[config.mk]
export PLATFORM = sky130hd
export DESIGN_NAME = pc_trace_uart
export DESIGN_NICKNAME = d
export VERILOG_FILES = /design/src/rtl/pc_trace_uart.sv
export SDC_FILE = /design/constraint.sdc
export NUM_CORES = 1
export LEC_CHECK = 0
export ABC_AREA = 0
export CAP_MARGIN = 5
export CORE_ASPECT_RATIO = 1.2
export CORE_MARGIN = 2
export CORE_UTILIZATION = 47
export CTS_CLUSTER_DIAMETER = 40
export DETAILED_ROUTE_END_ITERATION = 8
export GPL_TIMING_DRIVEN = 0
export PLACE_DENSITY = 0.6
export SETUP_SLACK_MARGIN = 0.5
export SLEW_MARGIN = 20
export SYNTH_ARGS = -nofsm -noshare
export SYNTH_HDL_FRONTEND = slang
export SYNTH_SLANG_ARGS = --single-unit
[constraint.sdc]
create_clock -name clk_in -period 5.8 [get_ports clk_in]
set_input_delay 1.16 -clock clk_in [delete_from_list [all_inputs] [get_ports clk_in]]
set_output_delay 1.16 -clock clk_in [all_outputs]
set_load 0.005 [all_outputs]
[src/rtl/pc_trace_uart.sv]
// PC trace capture: records {pc, inst} whenever the PC changes, buffers them in a FIFO,
// and streams each record out as eight 8N1 UART frames, MSB byte first.
module pc_trace_uart #(
    parameter int unsigned CLKS_PER_BIT = 868,
    parameter int unsigned DEPTH        = 16
) (
    input  logic                     clk_in,
    input  logic                     reset_n,
    input  logic [31:0]              pc,
    input  logic [31:0]              inst,
    input  logic                     enable,
    output logic                     tx,
    output logic                     busy,
    output logic [$clog2(DEPTH):0]   fifo_level,
    output logic [15:0]              drop_cnt
);

    localparam int unsigned AW = $clog2(DEPTH);
    localparam int unsigned CW = (CLKS_PER_BIT > 1) ? $clog2(CLKS_PER_BIT) : 1;
    localparam logic [CW-1:0] CNT_LAST   = CW'(CLKS_PER_BIT - 1);
    localparam logic [AW:0]   LEVEL_FULL = (AW + 1)'(DEPTH);

    typedef enum logic [1:0] {
        IDLE,
        START,
        DATA,
        STOP
    } state_t;

    state_t state, state_next;

    logic [31:0]   prev_pc;
    logic          first;
    logic [63:0]   mem [DEPTH];
    logic [AW-1:0] wr_ptr;
    logic [AW-1:0] rd_ptr;
    logic          push;
    logic          pop;
    logic          full;
    logic          accept;
    logic [63:0]   shreg;
    logic [2:0]    byte_idx;
    logic [2:0]    bit_idx;
    logic [CW-1:0] clk_cnt;
    logic          bit_done;
    logic [7:0]    cur_byte;

    assign push   = enable && (first || (pc != prev_pc));
    assign pop    = (state == IDLE) && (fifo_level != '0);
    assign full   = (fifo_level == LEVEL_FULL);
    // A pop on the same edge frees a slot, so a push into a full FIFO is still taken.
    assign accept = push && (!full || pop);
    assign busy   = (state != IDLE);

    always_ff @(posedge clk_in or negedge reset_n) begin
        if (!reset_n) begin
            prev_pc <= '0;
            first   <= 1'b1;
        end else begin
            prev_pc <= pc;
            if (enable) begin
                first <= 1'b0;
            end
        end
    end

    always_ff @(posedge clk_in) begin
        if (accept) begin
            mem[wr_ptr] <= {pc, inst};
        end
    end

    always_ff @(posedge clk_in or negedge reset_n) begin
        if (!reset_n) begin
            wr_ptr     <= '0;
            rd_ptr     <= '0;
            fifo_level <= '0;
            drop_cnt   <= '0;
        end else begin
            if (accept) begin
                wr_ptr <= wr_ptr + AW'(1);
            end
            if (pop) begin
                rd_ptr <= rd_ptr + AW'(1);
            end
            if (accept && !pop) begin
                fifo_level <= fifo_level + (AW + 1)'(1);
            end else if (pop && !accept) begin
                fifo_level <= fifo_level - (AW + 1)'(1);
            end
            if (push && !accept && (drop_cnt != '1)) begin
                drop_cnt <= drop_cnt + 16'd1;
            end
        end
    end

    always_ff @(posedge clk_in or negedge reset_n) begin
        if (!reset_n) begin
            state <= IDLE;
        end else begin
            state <= state_next;
        end
    end

    always_comb begin
        state_next = state;
        bit_done   = (clk_cnt == CNT_LAST);
        case (state)
            IDLE:    if (pop) state_next = START;
            START:   if (bit_done) state_next = DATA;
            DATA:    if (bit_done && (bit_idx == 3'd7)) state_next = STOP;
            STOP:    if (bit_done) state_next = (byte_idx == 3'd7) ? IDLE : START;
            default: state_next = IDLE;
        endcase
    end

    always_ff @(posedge clk_in or negedge reset_n) begin
        if (!reset_n) begin
            shreg    <= '0;
            byte_idx <= '0;
            bit_idx  <= '0;
            clk_cnt  <= '0;
        end else begin
            case (state)
                IDLE: begin
                    clk_cnt <= '0;
                    bit_idx <= '0;
                    if (pop) begin
                        shreg    <= mem[rd_ptr];
                        byte_idx <= '0;
                    end
                end
                START: begin
                    clk_cnt <= bit_done ? '0 : clk_cnt + CW'(1);
                end
                DATA: begin
                    clk_cnt <= bit_done ? '0 : clk_cnt + CW'(1);
                    if (bit_done) begin
                        bit_idx <= bit_idx + 3'd1;
                    end
                end
                STOP: begin
                    clk_cnt <= bit_done ? '0 : clk_cnt + CW'(1);
                    if (bit_done && (byte_idx != 3'd7)) begin
                        byte_idx <= byte_idx + 3'd1;
                    end
                end
                default: begin
                    clk_cnt <= '0;
                end
            endcase
        end
    end

    // Byte k of the record sits at bits [63-8k -: 8]; {~k, 3'b000} is that base offset.
    always_comb begin
        cur_byte = shreg[{~byte_idx, 3'b000} +: 8];
        case (state)
            START:   tx = 1'b0;
            DATA:    tx = cur_byte[bit_idx];
            default: tx = 1'b1;
        endcase
    end

endmodule

# ---- Word-level counts from Yosys, hierarchy flattened
# Memory sizes are Yosys's and may differ from the RTL's. A register that Yosys moved wholly into a read port is not among the register bits.
# Cells that the tools add are included.
dict set report totals {
  reg_bits 80
  ramBits 1024
  input_bits 67
  out_inout_bits 23
  mem_count 1
}
dict set report op_classes {
  addsub 8
  order_cmp 1
  n_eq_ne 16
  n_shift 1
  mux 20
  n_bitwise 1
  n_reduce_logical 26
}
# name depth width rd rd_ports_with_merged_regs wr line_no
set memory_table {}
lappend memory_table {mem 16 64 1 1 1 34} ;# logic [63:0] mem [DEPTH];
# op n
set op_table {}
lappend op_table {{$shiftx A64 B7 Y8} 1}
lappend op_table {{$ne A32 B32 Y1} 1}
lappend op_table {{$pmux W10 S2} 1}
lappend op_table {{$add A16 B1 Y16 const B} 1}
lappend op_table {{$ne A16 B16 Y1 const B} 1}
lappend op_table {{$ne A2 B2 Y1 const B} 6}
lappend op_table {{$pmux W3 S2} 2}
lappend op_table {{$add A10 B1 Y10 const B} 1}
lappend op_table {{$eq A10 B10 Y1 const B} 1}
lappend op_table {{$mux W10} 1}
lappend op_table {{$mux W5} 2}
lappend op_table {{$logic_and A1 B1 Y1} 9}
lappend op_table {{$mux W3} 3}
lappend op_table {{$add A4 B1 Y4 const B} 2}
lappend op_table {{$mux W2} 4}
lappend op_table {{$pmux W2 S4} 1}
lappend op_table {{$reduce_bool A2 Y1} 4}
lappend op_table {{$add A3 B1 Y3 const B} 2}
lappend op_table {{$eq A3 B3 Y1 const B} 2}
lappend op_table {{$add A5 B1 Y5 const B} 1}
lappend op_table {{$eq A5 B5 Y1 const B} 1}
lappend op_table {{$reduce_bool A5 Y1} 1}
lappend op_table {{$sub A5 B1 Y5 const B} 1}
lappend op_table {{$eq A2 B2 Y1 const B} 2}
lappend op_table {{other kinds (14)} 22}

# ---- Depth between registers and ports, before layout
dict set report depth {
  ltp_word 8
  depth_mapped 15
}

# ---- Worst setup path before layout
# Ideal clock, no wire load.
dict set report synth_timing {
  path_type {input to register}
  start {in pc[11]}
  end {mem mem[12][0] (enable)}
  arrival_ns 3.676
  setup_slack_ns 1.695
  cell_stages 8
  n_path_buf 2
  cell_sequence {xnor2_1 nand4_1 nor3_1 nand3_1 and3_1 clkbuf_1 buf_2 and3_1}
}
dict set report synth_via {
  elab_chain_len 6
}
# item line_no
set synth_rtl {}
lappend synth_rtl {{from (decl)} 9} ;# input logic [31:0] pc,
lappend synth_rtl {{$ne A32 B32 Y1} 48} ;# assign push = enable && (first || (pc != prev_pc));
lappend synth_rtl {{$logic_or A1 B1 Y1} 48}
lappend synth_rtl {{$logic_and A1 B1 Y1} 48}
lappend synth_rtl {{$logic_and A1 B1 Y1} 52} ;# assign accept = push && (!full || pop);
lappend synth_rtl {{via accept} 40} ;# logic accept;
lappend synth_rtl {{$mux W1} 68} ;# if (accept) begin
lappend synth_rtl {{$mux W1 (implied by the code)} 69} ;# mem[wr_ptr] <= {pc, inst};
lappend synth_rtl {{to (decl)} 34}
# The timed path passes the listed nets, and every way through them passes these cells.

# ---- Worst setup path in the final report
dict set report layout_timing {
  start {in pc[0]}
  end {reg fifo_level[4]}
}
dict set report layout_via {
  elab_chain_len 7
}
# item line_no
set layout_rtl {}
lappend layout_rtl {{$ne A32 B32 Y1 (*)} 48}
lappend layout_rtl {{$logic_or A1 B1 Y1 (*)} 48}
lappend layout_rtl {{$logic_and A1 B1 Y1 (*)} 48}
lappend layout_rtl {{$logic_and A1 B1 Y1 (*)} 52}
lappend layout_rtl {{via accept} 40}
lappend layout_rtl {{$logic_not A1 Y1} 88} ;# end else if (pop && !accept) begin
lappend layout_rtl {{$logic_and A1 B1 Y1} 88}
lappend layout_rtl {{$reduce_bool A2 Y1 (no source line)} n/a}
lappend layout_rtl {{to (signal assigned)} 87} ;# fifo_level <= fifo_level + (AW + 1)'(1);
lappend layout_rtl {{to (signal assigned)} 89} ;# fifo_level <= fifo_level - (AW + 1)'(1);
lappend layout_rtl {{to (decl)} 14} ;# output logic [$clog2(DEPTH):0] fifo_level,
# Mark *: on every way through the listed nets, which the timed path passes. The rest lies on a longest branch.
# A chain may end at the register's enable or synchronous reset.

==> impl_metrics.tcl <==
set metrics [dict create \
    outcome "complete, no violations" \
    max_freq_mhz 194 \
    path_clk_slew_ns 0.06 \
    worst_path_max_delay_cell "clkdlybuf4s50_1" \
    timing.final.crit_share_pct 88.8 \
    path_cells "clkdlybuf4s50_1 > xnor2_1 > nand4_1 > nor4_1 > nand3_1 > and3_1 > clkbuf_1 > buf_2 > ha_1 > inv_1 > ha_1 > a21o_1 > a21oi_1 > xnor2_1 > nor2_1 > xor2_1" \
    synth_common_cells "1024 x edfxtp_1, 314 x mux4_2, 143 x dfrtp_1" \
    fin_nets 2340 \
    layout-drive-gt1-share_pct 29.4 \
    peakVddDrop_mv 0.287 \
    areaGrowthSynthToFinish_pct 18.0 \
    hold_path_class "in2async" \
    numCtsBuffers 137 \
    slew_headroom_pct 24.1 \
    rsz0062_at_grt "false" \
    setup_viol 0 \
    slew_viol_final 0 \
    die_h_um 343 \
    hpwl_um 66700 \
    cts_max_level 4 \
    crit_type "in2reg" \
    leakage_nw 17.6 \
    critPathMaxFanout 18 \
    yosysMostFrequentCell "edfxtp_1" \
    finClkSkew_ns 0.0275 \
    critical-path-max-stage-delay_ns 0.71 \
    ys_warn_count 0 \
    rows 124 \
    seq_area_frac_synth_pct 76.2 \
    globalRouteTotalUtil_pct 23.2 \
    antenna_left 0 \
    fin_tns_setup_ns 0 \
    pwr_density_cell_nw_per_um2 387 \
    fp.dieW_um 287 \
    dp.cells 3373 \
    num_vias 21600 \
    synthesis.area_um2 45100 \
    wl_per_cell_um 30.7 \
    synthDistinctLibCells 51 \
    avgSynthCellArea_um2 22.7 \
    cts_tree "done" \
    grt_remaining_overflow 0 \
    final_cells 3627 \
    postCtsSetupBuffers 0 \
    first_global_vias 22500 \
    synth_edf_count 1024 \
    syn_nets 2078 \
    drtIter0Drc 2247 \
    cp-end-kind "flop" \
    hold_viol 0 \
    drt-total-wl_um 111000 \
    startpoint_type "primary input" \
    fin_util_pct 55.9 \
    netlist.area_leader.share_pct 68.2 \
    async_reset_ff_share_pct 12.3 \
    fin_crit_ns 5.15 \
    die_area_um2 98500 \
    clock_latency_ns 0.74 \
    yosysTopAreaCell "edfxtp_1" \
    grt_antenna_before_repair 3 \
    synthTopCellsByArea "edfxtp_1 68%, mux4_2 16%, dfrtp_1 7.9%, mux2_2 1.3%, xnor2_1 1.1%" \
    worst_pin_slew_ns 1.14 \
    vias_per_cell 5.95 \
    ys_ff_latch 1168 \
    maxCapViolations 0 \
    ys.flop_type "edfxtp_1" \
    syn_inst 1991 \
    holdWs_ns 0.384 \
    grt_max_degree 89 \
    core_region_area_um2 95300 \
    cts.sinks 1168 \
    grt_first_pass_wirelength_um 161000 \
    io_buffers 89 \
    clockBufferDepth 3 \
    firstDrtPassIters 5 \
    cts_resized 0 \
    drc 0 \
    cp.required_ns 6.40 \
    initial_core_util_pct 47.3 \
    root_buffer "clkbuf_16" \
    io_pins 90 \
    cp.arrival_ns 5.75 \
    cts_hold_buf 0 \
    gp_congestion 0.812 \
]
-- state kept, by name, indices dropped and copies added, names as in the netlist, 2 cells and up --
signal / cells
mem: 1024
shreg: 64
prev_pc: 32
drop_cnt: 16
clk_cnt: 10
fifo_level: 5
rd_ptr: 4
wr_ptr: 4
bit_idx: 3
byte_idx: 3
state: 2
-- placed cells by master (no fill, tap or decap), types with 23 or more instances in the layout --
master,netlist,routed
o21ai_1,27,27
edfxtp_1,1024,1024
mux4_2,314,314
nand2_1,40,40
clkbuf_1,41,55
o221ai_1,23,23
clkbuf_16,0,143
mux2_2,54,54
xnor2_1,56,53
clkinv_2,0,25
clkdlybuf4s50_1,0,88
dfrtp_1,143,143
mux2i_1,28,28
-- stage by stage --
stage | instance area (um2) | setup WS [ns] | power, mW
after floorplan | 45100 | 1.69 | 11.0
after global placement | 47600 | -2.81 | 11.7
after detailed placement | 48400 | -0.132 | 11.9
after CTS | 53200 | 0.604 | 20.8
after global routing | 53200 | 0.506 | 21.2
final | 53200 | 0.647 | 20.6
-- power breakdown --
| part | internal, mW | leakage (nW) | switching [mW] | total (mW) |
|---|---|---|---|---|
| Sequential | 9.94 | 11.0 | 0.184 | 10.1 |
| Combinational | 0.582 | 4.29 | 1.00 | 1.59 |
| Clock | 5.49 | 2.31 | 3.41 | 8.89 |
| Total | 16.0 | 17.6 | 4.59 | 20.6 |
-- worst max-delay path, delay by kind of cell --
family	cells	cell delay (ns)
AOI/OAI and AO/OA	2	0.38
buffers and inverters	4	1.26
and+or+nand+nor	5	1.56
adders and majority gates	2	0.52
xor gates and xnor gates	3	0.86
-- final cells by class --
class | instances | area, um2
timing repair buffer | 123 | 1690
buffer | 100 | 569
tap | 1260 | 1580
inverter | 15 | 56.3
antenna | 1 | 2.50
clock inverter | 88 | 1050
multi-input combinational | 708 | 10200
sequential | 1168 | 34400
clock buffer | 164 | 3710
fill | 7122 | 42000
-- kinds of logic (layout without fill, tap and decap cells) --
group	Yosys count	count (layout)	synth area share [%]
flops	1168	1168	76.2
mux	403	403	17.8
simple gates	145	145	1.65
buf+inv	115	490	1.38
compound gates	74	74	1.12
xor+xnor	66	66	1.28
fa+ha+maj	20	20	0.572
other cells	0	1	0
-- worst paths after layout --
path                                        endpoint                 start  depth (start not counted)  slack, ns
setup reg to reg           fifo_level[4]$_DFFE_PN0P_  prev_pc[0]$_DFF_PN0_                         15       1.58
max in group asynchronous       shreg[2]$_DFFE_PN0P_               reset_n                          2       4.52
setup / recovery           fifo_level[4]$_DFFE_PN0P_                 pc[0]                         16       0.65
hold reg to reg                 clk_cnt[0]$_DFF_PN0_  clk_cnt[0]$_DFF_PN0_                          1       0.49
min in group clk_in             clk_cnt[0]$_DFF_PN0_  clk_cnt[0]$_DFF_PN0_                          1       0.49
hold / removal               drop_cnt[9]$_DFFE_PN0P_               reset_n                          1       0.38
-- layer usage --
| metal | share of wire, % | track usage [%] |
|---|---|---|
| met1 | 40 | 30.9 |
| met2 | 52 | 39.6 |
| met3 | 6.2 | 4.34 |
| met4 | 2.1 | 6.39 |
| met5 | 0.035 | 0 |
(Power assumes the default switching activity.)
